--- src/rtl/regfile_writeback_if.sv ---
// MEM/WB boundary bundle: MEM-stage instruction fields in, register-file write port out.
interface regfile_writeback_if #(
  parameter int unsigned XLEN = 32,
  parameter int unsigned AW   = 5
);
  logic            stall;
  logic            flush;
  logic            mem_valid;
  logic            mem_reg_write;
  logic [AW-1:0]   mem_rd;
  logic [1:0]      mem_wb_sel;
  logic [2:0]      mem_funct3;
  logic [1:0]      mem_addr_lo;
  logic [XLEN-1:0] mem_alu_result;
  logic [XLEN-1:0] mem_load_data;
  logic [XLEN-1:0] mem_pc_plus4;
  logic            we;
  logic [AW-1:0]   D_addr;
  logic [XLEN-1:0] Rin;
  logic            init_busy;

  modport master (
    output stall, flush, mem_valid, mem_reg_write, mem_rd, mem_wb_sel,
           mem_funct3, mem_addr_lo, mem_alu_result, mem_load_data, mem_pc_plus4,
    input  we, D_addr, Rin, init_busy
  );

  modport slave (
    input  stall, flush, mem_valid, mem_reg_write, mem_rd, mem_wb_sel,
           mem_funct3, mem_addr_lo, mem_alu_result, mem_load_data, mem_pc_plus4,
    output we, D_addr, Rin, init_busy
  );
endinterface

--- src/rtl/regfile_writeback.sv ---
// MEM/WB register and writeback mux driving the register-file write port;
// clears every register after reset while holding init_busy.
module regfile_writeback #(
  parameter int unsigned XLEN      = 32,
  parameter int unsigned REG_DEPTH = 32
) (
  input logic                clk,
  input logic                reset,
  regfile_writeback_if.slave wb
);
  localparam int unsigned AW = $clog2(REG_DEPTH);

  typedef enum logic {INIT, RUN} state_t;

  state_t          state, state_n;
  logic [AW-1:0]   cnt, cnt_n;
  logic            we_n;
  logic [AW-1:0]   addr_n;
  logic [XLEN-1:0] rin_n;
  logic [7:0]      lane_b;
  logic [15:0]     lane_h;
  logic [XLEN-1:0] load_val;
  logic [XLEN-1:0] wb_data;

  // addr_lo[0] is deliberately ignored for halfwords; alignment is checked upstream
  always_comb begin
    lane_b = wb.mem_load_data[8*wb.mem_addr_lo +: 8];
    lane_h = wb.mem_addr_lo[1] ? wb.mem_load_data[16 +: 16] : wb.mem_load_data[0 +: 16];
    case (wb.mem_funct3)
      3'b000:  load_val = {{(XLEN-8){lane_b[7]}}, lane_b};
      3'b001:  load_val = {{(XLEN-16){lane_h[15]}}, lane_h};
      3'b100:  load_val = {{(XLEN-8){1'b0}}, lane_b};
      3'b101:  load_val = {{(XLEN-16){1'b0}}, lane_h};
      default: load_val = wb.mem_load_data;
    endcase
  end

  always_comb begin
    case (wb.mem_wb_sel)
      2'b01:   wb_data = load_val;
      2'b10:   wb_data = wb.mem_pc_plus4;
      default: wb_data = wb.mem_alu_result;
    endcase
  end

  always_comb begin
    state_n = state;
    cnt_n   = cnt;
    we_n    = 1'b0;
    addr_n  = wb.D_addr;
    rin_n   = wb.Rin;
    case (state)
      INIT: begin
        we_n   = 1'b1;
        addr_n = cnt;
        rin_n  = '0;
        cnt_n  = cnt + AW'(1);
        if (cnt == AW'(REG_DEPTH-1))
          state_n = RUN;
      end
      RUN: begin
        if (!wb.stall) begin
          we_n   = wb.mem_valid & wb.mem_reg_write & (wb.mem_rd != '0) & ~wb.flush;
          addr_n = wb.mem_rd;
          rin_n  = wb_data;
        end
      end
      default: state_n = INIT;
    endcase
  end

  always_ff @(posedge clk or posedge reset) begin
    if (reset) begin
      state     <= INIT;
      cnt       <= '0;
      wb.we     <= 1'b0;
      wb.D_addr <= '0;
      wb.Rin    <= '0;
    end else begin
      state     <= state_n;
      cnt       <= cnt_n;
      wb.we     <= we_n;
      wb.D_addr <= addr_n;
      wb.Rin    <= rin_n;
    end
  end

  always_comb wb.init_busy = (state == INIT);
endmodule

--- src/flat_wrapper.sv ---
// flat-port wrapper written by rule: the top's interface ports become plain ports
module regfile_writeback_flat 
#(
  parameter int unsigned XLEN      = 32,
  parameter int unsigned REG_DEPTH = 32
)
  (clk, reset, wb_stall, wb_flush, wb_mem_valid, wb_mem_reg_write, wb_mem_rd, wb_mem_wb_sel, wb_mem_funct3, wb_mem_addr_lo, wb_mem_alu_result, wb_mem_load_data, wb_mem_pc_plus4, wb_we, wb_D_addr, wb_Rin, wb_init_busy);
  regfile_writeback_if #(.XLEN(XLEN), .AW(5)) wb_i ();
  input logic clk;
  input logic reset;
  input wire logic [$bits(wb_i.stall)-1:0] wb_stall;
  input wire logic [$bits(wb_i.flush)-1:0] wb_flush;
  input wire logic [$bits(wb_i.mem_valid)-1:0] wb_mem_valid;
  input wire logic [$bits(wb_i.mem_reg_write)-1:0] wb_mem_reg_write;
  input wire logic [$bits(wb_i.mem_rd)-1:0] wb_mem_rd;
  input wire logic [$bits(wb_i.mem_wb_sel)-1:0] wb_mem_wb_sel;
  input wire logic [$bits(wb_i.mem_funct3)-1:0] wb_mem_funct3;
  input wire logic [$bits(wb_i.mem_addr_lo)-1:0] wb_mem_addr_lo;
  input wire logic [$bits(wb_i.mem_alu_result)-1:0] wb_mem_alu_result;
  input wire logic [$bits(wb_i.mem_load_data)-1:0] wb_mem_load_data;
  input wire logic [$bits(wb_i.mem_pc_plus4)-1:0] wb_mem_pc_plus4;
  output wire logic [$bits(wb_i.we)-1:0] wb_we;
  output wire logic [$bits(wb_i.D_addr)-1:0] wb_D_addr;
  output wire logic [$bits(wb_i.Rin)-1:0] wb_Rin;
  output wire logic [$bits(wb_i.init_busy)-1:0] wb_init_busy;
  assign wb_i.stall = wb_stall;
  assign wb_i.flush = wb_flush;
  assign wb_i.mem_valid = wb_mem_valid;
  assign wb_i.mem_reg_write = wb_mem_reg_write;
  assign wb_i.mem_rd = wb_mem_rd;
  assign wb_i.mem_wb_sel = wb_mem_wb_sel;
  assign wb_i.mem_funct3 = wb_mem_funct3;
  assign wb_i.mem_addr_lo = wb_mem_addr_lo;
  assign wb_i.mem_alu_result = wb_mem_alu_result;
  assign wb_i.mem_load_data = wb_mem_load_data;
  assign wb_i.mem_pc_plus4 = wb_mem_pc_plus4;
  assign wb_we = wb_i.we;
  assign wb_D_addr = wb_i.D_addr;
  assign wb_Rin = wb_i.Rin;
  assign wb_init_busy = wb_i.init_busy;
  regfile_writeback #(.XLEN(XLEN), .REG_DEPTH(REG_DEPTH)) u_core (.clk(clk), .reset(reset), .wb(wb_i));
endmodule
--- config.mk ---
export PLATFORM = sky130hd
export DESIGN_NAME = regfile_writeback_flat
export DESIGN_NICKNAME = d
export VERILOG_FILES = /design/src/rtl/regfile_writeback_if.sv /design/src/rtl/regfile_writeback.sv /design/src/flat_wrapper.sv
export SDC_FILE = /design/constraint.sdc
export NUM_CORES = 1
export LEC_CHECK = 0
export ABC_AREA = 1
export BUFFER_PORTS_ARGS = -buffer_cell sky130_fd_sc_hd__buf_4
export CORE_MARGIN = 5
export CORE_UTILIZATION = 40
export DETAILED_ROUTE_END_ITERATION = 10
export PLACE_DENSITY = 0.7
export SYNTH_ARGS = -nofsm -noshare
export SYNTH_HDL_FRONTEND = slang
export SYNTH_SLANG_ARGS = --single-unit
--- constraint.sdc ---
create_clock -name clk -period 3.2 [get_ports clk]
set_input_delay 0.64 -clock clk [delete_from_list [all_inputs] [get_ports clk]]
set_output_delay 0.64 -clock clk [all_outputs]
set_load 0.05 [all_outputs]
=== After elaboration in Yosys (flattened, before gate mapping) ===
Index checks and enable logic that the tools add are counted.

* Flip-flop bits (word level): 44
* Bits in latches: 0
* RAM bits: 0
* Bits in read-only memories: 0
* Input bits: 114
* Output and inout bits: 39
* Memories kept: 0

* Add/sub/neg operators: 1
* $mul: 0
* Divide/modulo/power cells: 0
* Order comparisons: 0
* Equal/unequal tests: 7
* Shift-type cells: 1
* Muxes and demuxes: 11
* Bitwise gates (word level): 5
* Reduce and logical (&&, ||, !) cells: 2

{| class="wikitable"
|+ Operators by type and width
! cell !! number
|-
| case mux 32 bit (2 select lines) || 2
|-
| case mux 32 bit (4 select lines) || 1
|-
| two-way mux 32 bit || 1
|-
| variable part select 32 x 6 -> 8 bit || 1
|-
| two-way mux 16 bit || 1
|-
| case mux 5 bit (2 select lines) || 1
|-
| equality test 3 bit, second input constant || 2
|-
| adder 5 x 1 -> 5 bit, second input constant || 1
|-
| equality test 5 bit, second input constant || 1
|-
| two-way mux 5 bit || 1
|-
| nonzero test 5 bit || 1
|-
| AND 1 bit || 3
|-
| equality test 3 x 1 -> 1 bit, second input constant || 1
|-
| zero test 3 bit || 1
|-
| two-way mux 1 bit || 3
|-
| equality test 2 x 1 -> 1 bit, second input constant || 1
|-
| equality test 2 bit, second input constant || 1
|-
| != test 2 bit, second input constant || 1
|-
| NOT 1 bit || 2
|-
| case mux 1 bit (2 select lines) || 1
|}

=== Longest topological paths before layout ===
Gate-level depths: netlist of run 1.

* Depth after elaboration: 5
* Mapped depth: 12

=== Worst setup path after synthesis of run 1 ===
Ideal clock, no wire load.

* Path kind: in2reg
* From: in wb_mem_wb_sel[0]
* To: reg u_core.wb.Rin[7]
* Library setup time: 0.066 ns
* Arrival: 1.709 ns
* Path slack: 1.425 ns
* Stages on the path: 9
* Path through: inv_1 > ha_1 > clkbuf_1 > inv_1 > clkbuf_1 > nor2_1 > nor2_1 > nand2_1 > nand2_1

* Word-level cells in the longest chain between the ends: 4

{| class="wikitable"
|+ RTL lines
! element !! line !! text
|-
| from (decl) || flat_wrapper.sv:16 || <nowiki>input wire logic [$bits(wb_i.mem_wb_sel)-1:0] wb_mem_wb_sel;</nowiki>
|-
| equality test 2 bit or equality test 2 x 1 -> 1 bit (tied branches) || regfile_writeback.sv:39 || <nowiki>case (wb.mem_wb_sel)</nowiki>
|-
| case mux 32 bit (2 select lines) * || regfile_writeback.sv:39 ||
|-
| two-way mux 32 bit * || regfile_writeback.sv:62 || <nowiki>if (!wb.stall) begin</nowiki>
|-
| case mux 32 bit (2 select lines) * || regfile_writeback.sv:52 || <nowiki>case (state)</nowiki>
|-
| to (signal assigned) || regfile_writeback.sv:84 || <nowiki>wb.Rin <= rin_n;</nowiki>
|-
| to (decl) || regfile_writeback_if.sv:31 || <nowiki>output we, D_addr, Rin, init_busy</nowiki>
|}

Every way passes the cells marked *; elsewhere a longest branch is shown, timed or not. The select of a mux whose other input is x is not followed.
A chain may end at the register's enable or synchronous reset.

=== Worst setup path in the final report of run 1 ===
* From: reg u_core.state
* To: out wb_init_busy

* Word-level cells in the longest chain between the ends: 1

{| class="wikitable"
|+ RTL lines
! element !! line !! text
|-
| from (decl) || regfile_writeback.sv:15 || <nowiki>state_t state, state_n;</nowiki>
|-
| from (signal assigned) || regfile_writeback.sv:80 || <nowiki>state <= state_n;</nowiki>
|-
| NOT 1 bit || regfile_writeback.sv:88 || <nowiki>always_comb wb.init_busy = (state == INIT);</nowiki>
|-
| to (decl) || flat_wrapper.sv:25 || <nowiki>output wire logic [$bits(wb_i.init_busy)-1:0] wb_init_busy;</nowiki>
|}

Every way passes these cells.

==> impl_results.md, run 1 <==
- Filler cell count in the final layout: 834
- Clock latency on the worst-skew pair: 0.30 ns
- Slowest stage delay, CP: 0.50 ns
- DRC Markers: 0
- Pwr Density: roughly 420 nW/um^2
- ANT cells: 0
- Starting DRT DRC Count: approximately 170
- Mapped cell area: approximately 3300 sq um
- Max Clock Skew: 0.00719 ns
- Non-filler cells, final: 766
- Syn Area/Cell: about 6.2 sq um
- DR pass1 iterations: 4
- Final wirelength: ~11000 um
- PortBufs: 152
- Vias in the first global route: 3796
- Met2 Resource Use GR: 35.5%
- Final WS setup: ~1.3 ns
- Pre-CTS setup slack: roughly 1.1 ns
- CTS tree: yes
- Critical path buffers and inverters: 2
- Gr busiest metal: met2
- VDD IR max: between 150 and 200 uV
- Hold Path End: u_core.wb.Rin[18]
- Arrival @ worst endpoint: 1.23 ns
- Largest family of logic cells by synthesized area: simple AND/OR/NAND/NOR gates
- Initial Utilization: between 40 and 50%
- Remaining antenna violation count: 0
- RSZ-0062 raised after global routing: no
- Setup bufs post-CTS: 0
- Placement Rows: 33
- CP max FO: 9
- Synth Area in XOR/XNOR: 0.538%
- Pins over their slew limit: 0
- CTS buffer count: 5
- Total number of vias: 3774
- Post-DR vias/cell: 4.93
- Critical path data required time: around 2.6 ns
- RR Startpoint: u_core.state
- Compound-gate portion of the synthesized area: ~16%
- Mux share of post-synthesis cell area: 0%
- Min cycle time layout: 1.87 ns
- Register area: around 1100 sq um
- Hpwl dp: between 8000 and 9000 um
- Die width: 100 um
- Critical path class: reg -> out
- RR Endpoint: u_core.wb.Rin[8]
- Post-Synth Simple-Gate Area: 37.6%
- First-pass GRT wire length: ~18000 um
- Die Area: approximately 10000 sq um
- Worst-path cell chain: inv_2 > buf_4
- Yosys cell types: 32
- TNS Setup: 0 ns
- Hold Crit Class: reg -> reg
- Fraction of layout cells with a size suffix above 1: between 20% and 30%
- Clock sink count: 44
- CTS Hold Buffers Added: 0
- Hold path depth: 2
- Leakage dissipation: roughly 0.0025 uW
- FF-to-FF setup slack: roughly 1.4 ns
- Number of endpoints failing setup at the final stage: 0
- FF-to-FF path depth: 7
- Pin count of the biggest net entering global routing: 45
- M1 GR Usage: approximately 30%
- Clk slew on worst S/H paths: approximately 0.080 ns
- Synth warnings: 0
- Worst-Margin Slew: 0.952 ns
- Synth Instances: 524
- Sequential fraction of the synthesis area: 33.8%
- Period Utilization, post-route: between 50% and 60%
- Met3 Track Usage GR: 5.63%
- Syn Nets: ~640
- Gr usage total: 22.1%
- Routed len/inst: ~15 um
- H-tree levels: 2
- Run status: completed
- # placed instances: roughly 760
- Max-Cap Viols: 0
- Register bit total from synthesis: between 40 and 50
- Crit. End Element: output port
- Adder-Cell Fraction of Synth Area: 1.54%
- Root buf cell: clkbuf_8
- Initial antenna violation count: 0
- # IOs: between 150 and 200
- Final nets: 778
- Area of the multi-input gates: 1830 sq um
- Hold Path Origin: u_core.wb.Rin[18]
- CP startpoint kind: flip-flop
- Post-CTS sizing: 0
- Crit path max-delay cell type: dfrtp_1
- Area grow syn2layout: 39.4%
- Crit path max-delay family: flip-flops
- Total gr overflow: 0
- Max-slew headroom: between 30 and 40%
- Max Freq: about 540 MHz
- GPL Wtd Cong: about 0.9
- CTS Buffer Depth: 2
- DIE HEIGHT: approximately 100 um
- CORE AREA: between 8000 and 9000 sq um
- Fin. Hold Viols: 0
worst max-delay path by stage:
| stage | start | endpoint | slack (ns) | cells after the start |
|---|---|---|---|---|
| after floorplan | wb_mem_wb_sel[0] | u_core.wb.Rin[7] | 1.43 | 9 |
| after global placement | wb_mem_wb_sel[0] | u_core.wb.Rin[13] | 1.08 | 8 |
| after detailed placement | wb_mem_wb_sel[0] | u_core.wb.Rin[13] | 1.08 | 8 |
| after CTS | u_core.state | wb_init_busy | 1.34 | 2 |
| after global routing | u_core.state | u_core.wb.Rin[7] | 1.21 | 7 |
| final | u_core.state | wb_init_busy | 1.33 | 2 |
sequential cells by signal, summed over array words and instances (netlist names):
register,flops
u_core.cnt,5
u_core.state,1
u_core.wb.D_addr,5
u_core.wb.Rin,32
u_core.wb.we,1
cells in the mapped netlist, drive strengths merged:
cell type	instances	share of area (%)
a21oi	74	12
a221o	1	0.31
buf	10	2.5
clkbuf	18	2.1
clkinv	1	0.27
dfrtp	44	34
ha	4	1.5
inv	44	5.2
nand2	210	26
nand3	14	2.5
nand4	1	0.19
nor2	69	8.3
nor3	2	0.46
nor4	1	0.19
o211ai	2	0.46
o21ai	26	4.0
or2	1	0.19
xnor2	1	0.27
xor2	1	0.27
worst register-to-register path: stages (launching register included):
cell     delay (ns)
dfrtp_1        0.50
inv_2          0.21
nor2_4         0.06
inv_1          0.47
buf_4          0.33
nor2_1         0.07
nand2_1        0.07
nand2_1        0.05
metrics by stage:
stage / total power, uW / area (sq um) / utilization [%] / hold slack (ns)
3_5_place_dp: 1440 / 4420 / 54.9 / 0.467
5_1_grt: 1990 / 4540 / 56.4 / 0.511
4_1_cts: 1900 / 4540 / 56.4 / 0.490
3_3_place_gp: 1440 / 4420 / 54.9 / 0.465
6_report: 1890 / 4540 / 56.4 / 0.485
2_1_floorplan: 1150 / 3260 / - / 0.469
cells in the final DEF (no fill, tap or decap):
cell / count
nor2_4: 1
clkinv_4: 2
nor2_1: 67
nor3_2: 1
bufinv_16: 1
a221o_1: 1
clkbuf_8: 6
ha_1: 4
o21ai_0: 24
inv_1: 40
a21oi_1: 73
nor4_1: 1
inv_2: 3
o211ai_1: 2
nand3_1: 12
xor2_1: 1
inv_6: 1
a21oi_4: 1
nor2_2: 1
nand2_1: 193
nand2_4: 2
nand3_2: 2
o21ai_1: 2
nor3_1: 1
nand4_1: 1
or2_2: 1
dfrtp_1: 44
xnor2_1: 1
buf_4: 157
nand2_2: 15
cell families after synthesis:
family                     count (synthesis)
AOI/OAI and AO/OA                        103
xor gates and xnor gates                   2
adders and majority gates                  4
buffers and inverters                     73
DFF                                       44
and+or+nand+nor                          298
power by group:
part / internal [uW] / switching [uW] / total, uW
clock network: 256 / 201 / 457
logic: 270 / 499 / 769
registers: 619 / 39.9 / 659
total: 1150 / 740 / 1890
area by class of cell:
| cell class | instances | area share (%) |
|---|---|---|
| inverters | 45 | 3.94 |
| well taps | 105 | 2.89 |
| clock buffers | 6 | 1.82 |
| repair buffers | 157 | 26.0 |
| flip-flops and latches | 44 | 24.3 |
| clock inverters | 2 | 0.854 |
| multi-input cells | 407 | 40.3 |
metal layers:
metal	share of wire, %	vias to the layer above
met3	8.9	20
met4	2.0	0
met2	46	160
met5	0	-
li1	-	1910
met1	43	1684
No activity file was read; power rests on OpenSTA's default activity.
==> run 2: changes to the inputs <==
==> constraint.sdc (replaced) <==
create_clock -name clk -period 1.8 [get_ports clk]
set_input_delay 0.36 -clock clk [delete_from_list [all_inputs] [get_ports clk]]
set_output_delay 0.36 -clock clk [all_outputs]
set_load 0.05 [all_outputs]
==> impl_results.md, run 2 (synthesis gave the netlist of run 1 again) <==
- Run status: completed
- Pwr Density: 734 nW/um^2
- Non-filler cells, final: just under 800
- Biggest regs: u_core.wb.Rin (32), u_core.cnt (5), u_core.wb.D_addr (5)
- Critical Path End: wb_init_busy
- Worst-path cell chain: inv_2 > buf_4
- Final nets: 785
- CP max FO: 8
- Post-CTS sizing: 0
- RSZ-0062 raised after global routing: no
- P_int: approximately 2000 uW
- Commonest non-fill, non-tap cell in the layout: nand2_1
- First-pass GRT wire length: 18700 um
- Clock latency on the worst-skew pair: around 0.3 ns
- CORE AREA: 8050 sq um
- Hpwl dp: between 8000 and 9000 um
- Clock sink count: between 40 and 50
- Sequential group share of total power: a little over a third
- Critical path data required time: roughly 1.4 ns
- DIE HEIGHT: 100 um
- Max-slew headroom: roughly three fifths
- Top reg by flops: u_core.wb.Rin
- Final WS setup: about 0.29 ns
- Max-Cap Viols: 0
- TNS Setup: 0 ns
- Setup bufs post-CTS: 0
- CTS Hold Buffers Added: 0
- Switching Power: approximately 1400 uW
- Max Freq: roughly 660 MHz
- CP Depth: 2
- Gr usage total: approximately 23%
- H-tree levels: 2
- Met3 wire len: around 1100 um
- # placed instances: about 770
- Hold Crit Class: in -> async
- Critical path class: reg -> out
- Largest register FFs: 32
- Met2 WL: about 5400 um
- Worst setup path startpoint: u_core.state
- Final wirelength: around 12000 um
- VDD IR max: 365 uV
- Worst-Margin Slew: about 0.59 ns
- DRT met1 WL: slightly below 5000 um
- Crit. End Element: output port
- Remaining antenna violation count: 0
- Post-DR vias/cell: between 4 and 5
- Period Utilization, post-route: between 80% and 90%
- Pins over their slew limit: 0
- PortBufs: between 150 and 200
- CTS tree: yes
- Placement Rows: 33
- Pre-CTS setup slack: about 0.17 ns
- Pin count of the biggest net entering global routing: 45
- Routed len/inst: between 10 and 15 um
- Die Area: between 10000 and 15000 sq um
- Initial Utilization: about 40%
- Commonest cells after routing, fill and taps aside: nand2_1 (193), buf_4 (162), a21oi_1 (73)
- Fraction of layout cells with a size suffix above 1: between 30% and 40%
- CTS Buffer Depth: 2
- RR Startpoint: u_core.cnt[0]
- CP startpoint kind: flip-flop
- CTS buffer count: 5
- Die width: ~100 um
- Power, Total: 3380 uW
- Slowest stage delay, CP: 0.43 ns
- Min cycle time layout: about 1.5 ns
- Arrival @ worst endpoint: 1.15 ns
- RR Endpoint: u_core.cnt[4]
- ANT cells: 0
- Crit path max-delay family: flip-flops
- Clk slew on worst S/H paths: about 0.09 ns
- Uppermost layer routed: met4
- Area grow syn2layout: 41.7%
- Critical path buffers and inverters: 2
- Crit path max-delay cell type: dfrtp_1
- Logic pwr share: 41.4%
- Total number of vias: between 3000 and 4000
- Clock power share: between 20% and 30%
- Total gr overflow: 0
- Initial antenna violation count: 0
- Starting DRT DRC Count: roughly 170
- DR pass1 iterations: 5
- Leakage dissipation: approximately 0.0026 uW
- Worst hold margin: ~0.20 ns
- FF-to-FF setup slack: ~0.37 ns
- Sw Ratio: between 40 and 50%
- Vias in the first global route: roughly 3800
- Number of endpoints failing setup at the final stage: 0
- FF-to-FF path depth: 6
- Fin. Hold Viols: 0
- GPL Wtd Cong: approximately 0.89
- Max Clock Skew: around 0.0033 ns
- Root buf cell: clkbuf_8
- DRC Markers: 0
- # IOs: about 150
-- run 2: power groups by stage --
| stage | Sequential (uW) | Clock (uW) | Combinational, uW |
|---|---|---|---|
| 2_1_floorplan | 1580 | 0 | 467 |
| 3_3_place_gp | 1190 | 0 | 1390 |
| 3_5_place_dp | 1190 | 0 | 1400 |
| 4_1_cts | 1170 | 816 | 1410 |
| 5_1_grt | 1190 | 870 | 1520 |
| 6_report | 1180 | 807 | 1400 |
-- run 2: metrics by stage --
step / util, % / cell area, sq um
after floorplan: - / 3260
after global placement: 55.8 / 4500
after detailed placement: 55.8 / 4500
after CTS: 57.3 / 4610
after global routing: 57.3 / 4610
final: 57.3 / 4610
-- run 2: tightest hold or removal path, delay by kind of cell --
family   cells  cell delay, ns
buf+inv      3            0.62
-- run 2: cell type report --
cell class | instances | area (sq um)
clock inverter | 3 | 47.5
sequential | 44 | 1100
inverter | 45 | 179
clock buffer | 5 | 68.8
fill | 810 | 3440
multi-input combinational | 407 | 1830
timing repair buffer | 164 | 1260
tap | 105 | 131
-- run 2: how the worst min path moves through the flow --
stage	end	slack, ns	start	cells past startpoint
floorplan	u_core.wb.we	0.47	wb_flush	1
global placement	u_core.wb.Rin[19]	0.46	u_core.wb.Rin[19]	2
detailed placement	u_core.wb.Rin[12]	0.47	u_core.wb.Rin[12]	2
CTS	u_core.wb.Rin[5]	0.22	reset	3
finish	u_core.wb.Rin[18]	0.20	reset	3
global route	u_core.wb.D_addr[4]	0.25	reset	3
-- run 2: routing by layer --
metal	track usage, %	vias up
met5	0	-
met4	4.87	0
met3	6.53	14
met2	38.6	170
met1	29.6	1732
li1	-	1922
==> run 3: changes to the inputs <==
==> constraint.sdc (replaced) <==
create_clock -name clk -period 1.53 [get_ports clk]
set_input_delay 0.306 -clock clk [delete_from_list [all_inputs] [get_ports clk]]
set_output_delay 0.306 -clock clk [all_outputs]
set_load 0.05 [all_outputs]
==> impl_results.md, run 3 (synthesis gave the netlist of run 1 again) <==
- Run status: completed
- Commonest non-fill, non-tap cell in the layout: nand2_1
- CTS Buffer Depth: 2
- Total gr overflow: 0
- Critical path class: reg -> out
- Clock latency on the worst-skew pair: 0.31 ns
- Routed len/inst: around 15 um
- Commonest cells after routing, fill and taps aside: nand2_1 (193), buf_4 (167), a21oi_1 (73)
- Crit path max-delay cell type: dfrtp_1
- Leakage dissipation: ~0.0026 uW
- Top reg by flops: u_core.wb.Rin
- First-pass GRT wire length: roughly 19000 um
- CORE AREA: ~8100 sq um
- Die Area: between 10000 and 15000 sq um
- Fraction of layout cells with a size suffix above 1: between 30% and 40%
- Final nets: about 800
- Worst hold margin: 0.181 ns
- Arrival @ worst endpoint: roughly 1.2 ns
- Max-Cap Viols: 0
- Vias in the first global route: 3803
- FF-to-FF setup slack: about 0.17 ns
- Slowest stage delay, CP: around 0.43 ns
- CP max FO: 7
- FF-to-FF path depth: 7
- Pre-CTS setup slack: roughly 0.027 ns
- CTS buffer count: 5
- Total number of vias: approximately 4000
- Crit. End Element: output port
- Hpwl dp: a little over 9000 um
- Max Freq: 689 MHz
- RR Startpoint: u_core.state
- Initial Utilization: a little over 40%
- Final WS setup: between 0.07 and 0.08 ns
- Number of endpoints failing setup at the final stage: 0
- RR Endpoint: u_core.wb.Rin[5]
- CP startpoint kind: flip-flop
- Clk slew on worst S/H paths: around 0.090 ns
- Hold path depth: 2
- H-tree levels: 2
- ANT cells: 0
- Starting DRT DRC Count: about 220
- Gr usage total: between 20% and 30%
- Post-DR vias/cell: around 5.0
- Max-slew headroom: 63.1%
- Placement Rows: 33
- CTS tree: yes
- GPL Wtd Cong: about 0.96
- Pwr Density: around 850 nW/um^2
- DRC Markers: 0
- VDD IR max: 517 uV
- DIE HEIGHT: about 100 um
- RSZ-0062 raised after global routing: no
- Worst-path cell chain: inv_2 > buf_4 > buf_6
- Fin. Hold Viols: 0
- Hold Path End: u_core.wb.we
- Worst-Margin Slew: approximately 0.55 ns
- Final wirelength: between 10000 and 15000 um
- Initial antenna violation count: 0
- Die width: roughly 100 um
- Critical path data required time: around 1.2 ns
- Biggest regs: u_core.wb.Rin (32), u_core.cnt (5), u_core.wb.D_addr (5)
- Period Utilization, post-route: between 90 and 100%
- Root buf cell: clkbuf_8
- # IOs: between 150 and 200
- TNS Setup: 0 ns
- Clock sink count: 44
- Hold Path Origin: wb_flush
- Min cycle time layout: 1.45 ns
- Pins over their slew limit: 0
- PortBufs: ~150
- Largest register FFs: 32
- Area grow syn2layout: 45.7%
- DR pass1 iterations: 4
- Max Clock Skew: 0.00844 ns
- Remaining antenna violation count: 0
- Pin count of the biggest net entering global routing: 33
- Hold Crit Class: in -> reg
- Power, Total: between 4000 and 5000 uW
-- run 3: worst max-delay path: cells and delay by family, from the launching register on --
| kind | cells | cell delay (ns) |
|---|---|---|
| buffers and inverters | 3 | 0.41 |
| flip-flops | 1 | 0.43 |
-- run 3: worst max-delay path by stage --
stage                                start               end  slack [ns]  depth (start not counted)
final                         u_core.state      wb_init_busy        0.08                          3
after global routing          u_core.state  u_core.wb.Rin[3]        0.03                          7
after CTS                     u_core.state      wb_init_busy        0.04                          3
after detailed placement  wb_mem_funct3[1]  u_core.wb.Rin[3]        0.03                          7
after global placement    wb_mem_funct3[1]  u_core.wb.Rin[0]        0.07                          7
after floorplan           wb_mem_wb_sel[0]  u_core.wb.Rin[7]        0.09                          9
-- run 3: cell type report --
class | instances | area [sq um]
clock inverters | 3 | 46.3
clock buffers | 5 | 68.8
fillers | 779 | 3310
flip-flops and latches | 44 | 1100
inverters | 45 | 183
multi-input cells | 407 | 1830
well taps | 105 | 131
repair buffers | 175 | 1390
-- run 3: timing repair --
item / CTS / global route
buffers inserted: 0 / 3
endpoints found under the setup margin: 0 / 2
resized for setup: 0 / 3
endpoints found under the hold margin: 13 / 0
hold buffers: 1 / 0
-- run 3: per-stage QoR --
step / cells / util (%) / cell area [sq um]
floorplan: 524 / - / 3260
global placement: 772 / 57.0 / 4590
detailed placement: 772 / 57.0 / 4590
CTS: 781 / 58.5 / 4710
global route: 784 / 58.9 / 4740
finish: 784 / 58.9 / 4740
-- run 3: power breakdown --
part | leakage, uW | total [uW] | internal (uW) | switching, uW
Sequential | 0.000547 | 1380 | 1300 | 86.8
Combinational | 0.00201 | 1680 | 620 | 1060
Clock | 0.0000548 | 959 | 493 | 466
Total | 0.00262 | 4020 | 2410 | 1620
-- run 3: routing by layer --
layer	routed length [um]	up-vias	global-route usage (%)
li1	-	1951	-
met1	4680	1748	29.7
met2	5580	181	38.3
met3	1120	21	5.35
met4	299	0	7.98
met5	0	-	0
